$ cat config.mk
export PLATFORM = sky130hd
export DESIGN_NAME = rs422_link_sched
export DESIGN_NICKNAME = d
export VERILOG_FILES = /design/src/rtl/rs422_link_sched.sv
export SDC_FILE = /design/constraint.sdc
export NUM_CORES = 1
export LEC_CHECK = 0
export ABC_AREA = 1
export CORE_AREA = 2 2 189 154
export CTS_BUF_LIST = sky130_fd_sc_hd__clkbuf_8
export DETAILED_ROUTE_END_ITERATION = 8
export DIE_AREA = 0 0 191 156
export DONT_BUFFER_PORTS = 1
export PLACE_DENSITY = 0.48
export SETUP_SLACK_MARGIN = 0.3
export SYNTH_ARGS = -nofsm -noshare
export SYNTH_HDL_FRONTEND = slang
export SYNTH_SLANG_ARGS = --single-unit
$ cat constraint.sdc
create_clock -name clk -period 6.1 [get_ports clk]
set_clock_uncertainty 0.2 [all_clocks]
set_input_delay 1.22 -clock clk [delete_from_list [all_inputs] [get_ports clk]]
set_output_delay 1.22 -clock clk [all_outputs]
set_load 0.01 [all_outputs]
$ cat src/rtl/rs422_link_sched.sv
// RS422 link job scheduler: runs self-check and queued HDLC command jobs one
// at a time, with a per-job watchdog and a quiet gap between jobs.
module rs422_link_sched #(
    parameter int unsigned CMD_DEPTH      = 4,
    parameter int unsigned TIMEOUT_CYCLES = 4000000,
    parameter int unsigned GAP_CYCLES     = 8
) (
    input  logic                         clk,
    input  logic                         rst,
    input  logic                         selfcheck_req,
    input  logic                         hdlc_req,
    input  logic [31:0]                  hdlc_cmd,
    input  logic                         selfcheck_finish,
    input  logic                         hdlc_tx_finish,
    input  logic                         hdlc_rx_finish,
    input  logic                         err_clr,
    output logic                         selfcheck_en,
    output logic                         hdlc_tx_en,
    output logic                         hdlc_rx_en,
    output logic [31:0]                  cmd_data,
    output logic                         busy,
    output logic [$clog2(CMD_DEPTH):0]   queue_level,
    output logic                         queue_full,
    output logic                         overflow_err,
    output logic                         timeout_err,
    output logic [15:0]                  jobs_done
);

    localparam int unsigned AW = $clog2(CMD_DEPTH);
    localparam int unsigned LW = AW + 1;
    localparam int unsigned WW = $clog2(TIMEOUT_CYCLES);
    localparam int unsigned GW = (GAP_CYCLES > 1) ? $clog2(GAP_CYCLES) : 1;

    typedef enum logic [2:0] {StIdle, StScRun, StLoad, StHdlcRun, StGap} state_e;

    state_e        state_q, state_d;
    logic [31:0]   mem_q [CMD_DEPTH];
    logic [AW-1:0] wr_ptr_q, rd_ptr_q;
    logic [LW-1:0] level_q;
    logic          sc_pending_q;
    logic          tx_done_q, rx_done_q;
    logic [31:0]   cmd_data_q;
    logic [WW-1:0] wd_q;
    logic [GW-1:0] gap_q;
    logic          overflow_q, timeout_q;
    logic [15:0]   jobs_q;

    logic pop, push, drop, enter_sc, job_done, job_timeout, expire, running;

    // FIFO handshake: a push is accepted into a full queue only when LOAD pops.
    always_comb begin
        pop  = (state_q == StLoad);
        push = hdlc_req && ((level_q != LW'(CMD_DEPTH)) || pop);
        drop = hdlc_req && !push;
    end

    // Next-state decode; completion takes priority over watchdog expiry.
    always_comb begin
        state_d     = state_q;
        enter_sc    = 1'b0;
        job_done    = 1'b0;
        job_timeout = 1'b0;
        expire      = (wd_q == WW'(TIMEOUT_CYCLES - 1));
        running     = (state_q == StScRun) || (state_q == StHdlcRun);
        unique case (state_q)
            StIdle: begin
                if (sc_pending_q) begin
                    state_d  = StScRun;
                    enter_sc = 1'b1;
                end else if (level_q != '0) begin
                    state_d = StLoad;
                end
            end
            StScRun: begin
                if (selfcheck_finish) begin
                    job_done = 1'b1;
                    state_d  = StGap;
                end else if (expire) begin
                    job_timeout = 1'b1;
                    state_d     = StGap;
                end
            end
            StLoad: state_d = StHdlcRun;
            StHdlcRun: begin
                if ((tx_done_q || hdlc_tx_finish) && (rx_done_q || hdlc_rx_finish)) begin
                    job_done = 1'b1;
                    state_d  = StGap;
                end else if (expire) begin
                    job_timeout = 1'b1;
                    state_d     = StGap;
                end
            end
            StGap: begin
                if (gap_q == GW'(GAP_CYCLES - 1)) state_d = StIdle;
            end
            default: state_d = StIdle;
        endcase
    end

    // Output decode straight from the state register and done flags.
    always_comb begin
        selfcheck_en = (state_q == StScRun);
        hdlc_tx_en   = (state_q == StHdlcRun) && !tx_done_q;
        hdlc_rx_en   = (state_q == StHdlcRun) && !rx_done_q;
        busy         = (state_q != StIdle);
        cmd_data     = cmd_data_q;
        queue_level  = level_q;
        queue_full   = (level_q == LW'(CMD_DEPTH));
        overflow_err = overflow_q;
        timeout_err  = timeout_q;
        jobs_done    = jobs_q;
    end

    // State register.
    always_ff @(posedge clk) begin
        if (rst) state_q <= StIdle;
        else     state_q <= state_d;
    end

    // Command FIFO storage, pointers and occupancy; LOAD moves the head to cmd_data.
    always_ff @(posedge clk) begin
        if (rst) begin
            for (int unsigned i = 0; i < CMD_DEPTH; i++) mem_q[i] <= '0;
            wr_ptr_q   <= '0;
            rd_ptr_q   <= '0;
            level_q    <= '0;
            cmd_data_q <= '0;
        end else begin
            if (push) begin
                mem_q[wr_ptr_q] <= hdlc_cmd;
                wr_ptr_q        <= wr_ptr_q + AW'(1);
            end
            if (pop) begin
                cmd_data_q <= mem_q[rd_ptr_q];
                rd_ptr_q   <= rd_ptr_q + AW'(1);
            end
            level_q <= level_q + LW'(push) - LW'(pop);
        end
    end

    // Pending self-check: a request in the entry cycle still re-arms it.
    always_ff @(posedge clk) begin
        if (rst) sc_pending_q <= 1'b0;
        else     sc_pending_q <= (sc_pending_q && !enter_sc) || selfcheck_req;
    end

    // Per-engine done flags, cleared by LOAD ahead of each HDLC job.
    always_ff @(posedge clk) begin
        if (rst || pop) begin
            tx_done_q <= 1'b0;
            rx_done_q <= 1'b0;
        end else if (state_q == StHdlcRun) begin
            tx_done_q <= tx_done_q || hdlc_tx_finish;
            rx_done_q <= rx_done_q || hdlc_rx_finish;
        end
    end

    // Watchdog restarts at 0 on every run-state entry; gap counter only runs in GAP.
    always_ff @(posedge clk) begin
        if (rst) begin
            wd_q  <= '0;
            gap_q <= '0;
        end else begin
            wd_q  <= (running && state_d == state_q) ? wd_q + WW'(1) : '0;
            gap_q <= (state_q == StGap) ? gap_q + GW'(1) : '0;
        end
    end

    // Sticky errors (set beats clear) and completed-job counter.
    always_ff @(posedge clk) begin
        if (rst) begin
            overflow_q <= 1'b0;
            timeout_q  <= 1'b0;
            jobs_q     <= '0;
        end else begin
            overflow_q <= drop || (overflow_q && !err_clr);
            timeout_q  <= job_timeout || (timeout_q && !err_clr);
            jobs_q     <= jobs_q + 16'(job_done);
        end
    end

endmodule
### After elaboration in Yosys (flattened, before gate mapping)

Memories as Yosys holds them, arrays and structs flattened. A register that Yosys moved wholly into a read port is not among the register bits.
Cells that the tools add are included.

* add/sub/neg operators: 7
* equal/unequal tests: 9
* muxes and demuxes: 24
* bitwise gates (word level): 2
* reduce and logical (&&, ||, !) cells: 28

Operator list (number)
* 32-bit 2-to-1 mux: 1
* 32-bit OR reduction: 1
* 22-bit by 1-bit adder with 22-bit output, second input constant: 1
* 22-bit == test, second input constant: 1
* 3-bit 2-to-1 mux: 6
* 16-bit by 1-bit adder with 16-bit output: 1
* 3-bit one-hot mux with 5 select lines: 1
* 1-bit 2-to-1 mux: 13
* 3-bit == test, second input constant: 3
* 1-bit logical AND: 9
* 1-bit logical OR: 8
* 3-bit by 2-bit == test with 1-bit output, second input constant: 2
* 3-bit nonzero test: 2
* 1-bit zero test: 5
* 2-bit by 1-bit adder with 2-bit output, second input constant: 2
* 1-bit one-hot mux with 2 select lines: 2
* 2-bit OR reduction: 2
* 3-bit by 1-bit adder with 3-bit output: 1
* 3-bit by 1-bit adder with 3-bit output, second input constant: 1
* 3-bit by 1-bit == test with 1-bit output, second input constant: 1
* 3-bit == test: 1
* 3-bit zero test: 1
* 3-bit inequality test, second input constant: 1
* 3-bit by 1-bit subtractor with 3-bit output: 1
* other kinds (2): 3

* bits in registers: 56
* bits in writable memories: 128
* input port bits: 40
* output and inout bits: 58
* logic and storage cells: 83
* memories kept: 1

Memory list
* mem_q: words 4, width 32, rd ports 1, clocked after Yosys merged registers in 1, write ports 4, RTL line 37 `logic [31:0] mem_q [CMD_DEPTH];`

### Logic depth before layout (Yosys ltp)

* depth in word-level cells: 8
* gate-level depth with buffers: 12
* gate-level depth less buffers: 12

### Worst setup path before layout

OpenSTA, ideal clock, no wires.

* path kind: input to register
* from: input port rst
* to: memory mem_q[0][0], enable pin
* setup time: 0.466 ns
* arrival: 3.810 ns
* required time: 5.434 ns
* slack: 1.624 ns
* stages on the path: 3
* path buffers: 0
* cell sequence: inv_1 nand4_2 o21ai_0

RTL lines
* start, declared: RTL line 9 `input logic rst,`
* end, declared: RTL line 37

### Worst setup path in the final report

* from: register level_q[2], in the netlist queue_level[2]
* to: output port queue_full

* longest elaborated chain between the ends: 1

RTL lines
* start, declared: RTL line 39 `logic [LW-1:0] level_q;`
* start signal, assigned: RTL line 137 `level_q <= level_q + LW'(push) - LW'(pop);`
* 3-bit == test: RTL line 108 `queue_full = (level_q == LW'(CMD_DEPTH));`
* end, declared: RTL line 23 `output logic queue_full,`

Every way passes these cells.

==> flow_metrics.env <==
export IMPL_status="finished clean"
export IMPL_numPortBuffers=0
export IMPL_worstSetupStartpointType="flop"
export IMPL_grt_busiest_layer="met2"
export IMPL_core_area_sq_um=27870
export IMPL_arrival_ps=1440
export IMPL_place_area_sq_um=10010
export IMPL_first_iter_violations=451
export IMPL_synth_edff_count=128
export IMPL_die_area_sq_um=29800
export IMPL_post_drt_via_cell_ratio=4.744
export IMPL_wire_per_inst_um=17.08
export IMPL_gr_total_overflow=0
export IMPL_synth_seq_cells=216
export IMPL_reg2reg_depth=3
export IMPL_crit_required_ps=4680
export IMPL_post_cts_buffers=0
export IMPL_end_kind="output pin"
export IMPL_crit_fanout=4
export IMPL_fin_setup_tns_ps=0
export IMPL_drv_slew=0
export IMPL_fmax_ghz=0.3503
export IMPL_die_y_um=156
export IMPL_via_count=6774
export IMPL_cts_tree="yes"
export IMPL_syn_avg_cell_area_sq_um=9.413
export IMPL_whs_path_depth=1
export IMPL_drcViolationCount=0
export IMPL_hpwlAfterDp_um=14680
export IMPL_p_leak_uw=0.004330
export IMPL_use_met3_pct=4.926
export IMPL_cp_buffers_inverters=0
export IMPL_maxCapViolations=0
export IMPL_path_cells="nor3b_2"
export IMPL_ctsResizeCount=0
export IMPL_initial_core_util_pct=34.75
export IMPL_antenna_found_initial=0
export IMPL_crit_family="flip-flops"
export IMPL_synth_seq_area_share_pct=57.87
export IMPL_diodes=0
export IMPL_ir_worst_vdd_uv=195.5
export IMPL_ys_types=41
export IMPL_syn_nets=1076
export IMPL_worst_path_largest_cell_delay_ps=450
export IMPL_worstSetupPathType="flop to output pin"
export IMPL_yosys_warnings=0
export IMPL_hold_ws_ps=226.6
export IMPL_rr_startpoint="wr_ptr_q[1]"
export IMPL_grt_max_degree=66
export IMPL_gr_usage_all_layers_pct=16.64
export IMPL_gr_usage_met1_pct=23.03
export IMPL_min_period_over_period_pct=46.80
export IMPL_timing_hold_violations_final=0
export IMPL_slowest_stage="dfxtp_1"
export IMPL_ioPinCount=98
export IMPL_drive_gt1_share_pct=10.40
export IMPL_rows=55
export IMPL_worstMarginPinSlew_ps=1180
export IMPL_htreeDepth=2
export IMPL_p_per_area_nw_per_um2=372.6
export IMPL_setup_viol=0
export IMPL_cts_hold_buf=0
export IMPL_syn_to_final_growth_pct=10.85
export IMPL_final_nets=1075
export IMPL_clock_latency_ps=540
export IMPL_syn_inst=1029
export IMPL_postLayoutCellArea_sq_um=10740
export IMPL_grt_pass1_vias=6716
export IMPL_min_to="gap_q[0]"
export IMPL_dr_pass1_iters=5
export IMPL_synth_ff_type="edfxtp_1"
export IMPL_cts_root_buf="clkbuf_8"
export IMPL_wirelength_um=24390
export IMPL_cts_buffers=38
export IMPL_use_met2_pct=25.17
export IMPL_post_route_min_period_ps=2855
export IMPL_hold_path_startpoint="gap_q[0]"
export IMPL_clk_pin_slew_worst_paths_ps=60
export IMPL_async_flop_share_pct=0
export IMPL_die_w_um=191
export IMPL_hp_class="flop to flop"
export IMPL_reg2reg_slack_ps=3240
export IMPL_clock_sinks=216
export IMPL_rsz0062_at_grt="no"
export IMPL_reg2reg_to="mem_q[3][8]"
export IMPL_cts_path_max_buffers=3
export IMPL_detail_route_antenna_nets=0
export IMPL_grt_pass1_wl_um=38460
export IMPL_synth_area_sq_um=9686
export IMPL_place_gp_congestion=0.8028
export IMPL_slew_headroom_pct=21.22
## logic make-up (layout without fill, tap and decap cells)
kind of cell	Yosys count	in the layout	synth area share (%)
fa+ha+maj	7	7	0.9818
buf+inv	170	199	7.325
compound gates	213	213	12.56
xor+xnor	12	12	1.085
flops	216	216	57.87
simple gates	411	411	20.18
## sequential cells by signal (all words and copies together) (netlist names), 2 cells and up
register / cells
cmd_data: 32
gap_q: 3
jobs_done: 16
mem_q: 128
queue_level: 3
rd_ptr_q: 2
state_q: 3
wd_q: 22
wr_ptr_q: 2
## layout make-up
type                    instances  area, sq um
fillers                      2869        17130
flip-flops and latches        216         5608
multi-input cells             643         3418
clock buffers                  44        605.6
well taps                     370        462.9
inverters                     118        442.9
clock inverters                26        116.4
repair buffers                 11        82.58
## cell usage after synthesis, types with 3 or more instances
cell type	number	area share (%)
o22ai_1	32	2.1
xnor2_1	7	0.63
o21ai_0	112	5.8
nand2_4	21	2.4
a21oi_2	5	0.45
nor3b_1	32	2.5
buf_1	3	0.12
nor3_1	4	0.21
nand4_1	9	0.58
nand3_1	24	1.2
clkbuf_1	28	1.1
dfxtp_1	88	18
buf_2	15	0.78
o21bai_1	33	2.6
nor2_1	204	7.9
xor2_1	5	0.45
a21oi_1	27	1.4
inv_2	3	0.12
inv_1	115	4.5
ha_1	6	0.78
nand2_1	104	4.0
edfxtp_1	128	40
## metrics by stage
stage	instances	setup slack (ps)	utilization [%]	total power (uW)
floorplan	1029	1624	-	2531
global placement	1358	2928	35.93	2774
detailed placement	1358	2931	35.93	2782
CTS	1428	3132	38.52	4068
global route	1428	3025	38.52	4248
finish	1428	3245	38.52	4001
## layout by cell type (no fill, tap or decap), types with 2 or more instances in the layout
| cell type | netlist | routed |
|---|---|---|
| o21bai_1 | 33 | 33 |
| inv_1 | 115 | 129 |
| nor3b_1 | 32 | 32 |
| a21oi_1 | 27 | 27 |
| xor2_1 | 5 | 5 |
| nor2_2 | 2 | 2 |
| o22ai_1 | 32 | 32 |
| nor3_1 | 4 | 4 |
| o21ai_4 | 0 | 3 |
| nor2_1 | 204 | 204 |
| nand2_1 | 104 | 104 |
| ha_1 | 6 | 6 |
| o21ai_0 | 112 | 109 |
| nand3_2 | 2 | 2 |
| nand3_1 | 24 | 24 |
| clkbuf_8 | 0 | 44 |
| nor3b_2 | 2 | 2 |
| edfxtp_1 | 128 | 128 |
| a21oi_2 | 5 | 5 |
| buf_4 | 1 | 11 |
| nand4_1 | 9 | 9 |
| clkinv_2 | 0 | 6 |
| nand2_4 | 21 | 21 |
| xnor2_1 | 7 | 7 |
| clkinv_1 | 0 | 3 |
| inv_2 | 3 | 4 |
| dfxtp_1 | 88 | 86 |
| dfxtp_2 | 0 | 2 |
## where the power goes
group          internal, uW  total (uW)  switching (uW)  leakage (uW)
clock network           662        1270             606      0.000431
registers              1760        1920             163       0.00205
logic                   245         810             564       0.00185
## how the worst max path moves through the flow
stage | endpoint | cells past startpoint | from | slack, ps
global route | mem_q[0][7] | 6 | state_q[1] | 3030
global placement | mem_q[0][26] | 4 | rst | 2930
CTS | mem_q[0][8] | 6 | state_q[1] | 3130
finish | queue_full | 1 | queue_level[2] | 3240
detailed placement | mem_q[0][31] | 4 | rst | 2930
floorplan | mem_q[0][0] | 3 | rst | 1620
## metal layers
layer  wire length, um  up-vias
met5                 0        -
met4               410        0
met3              1586       41
met2             10500      119
met1             11880     3162
li1                  -     3452
Note: power is estimated with default switching activity, not from simulation.
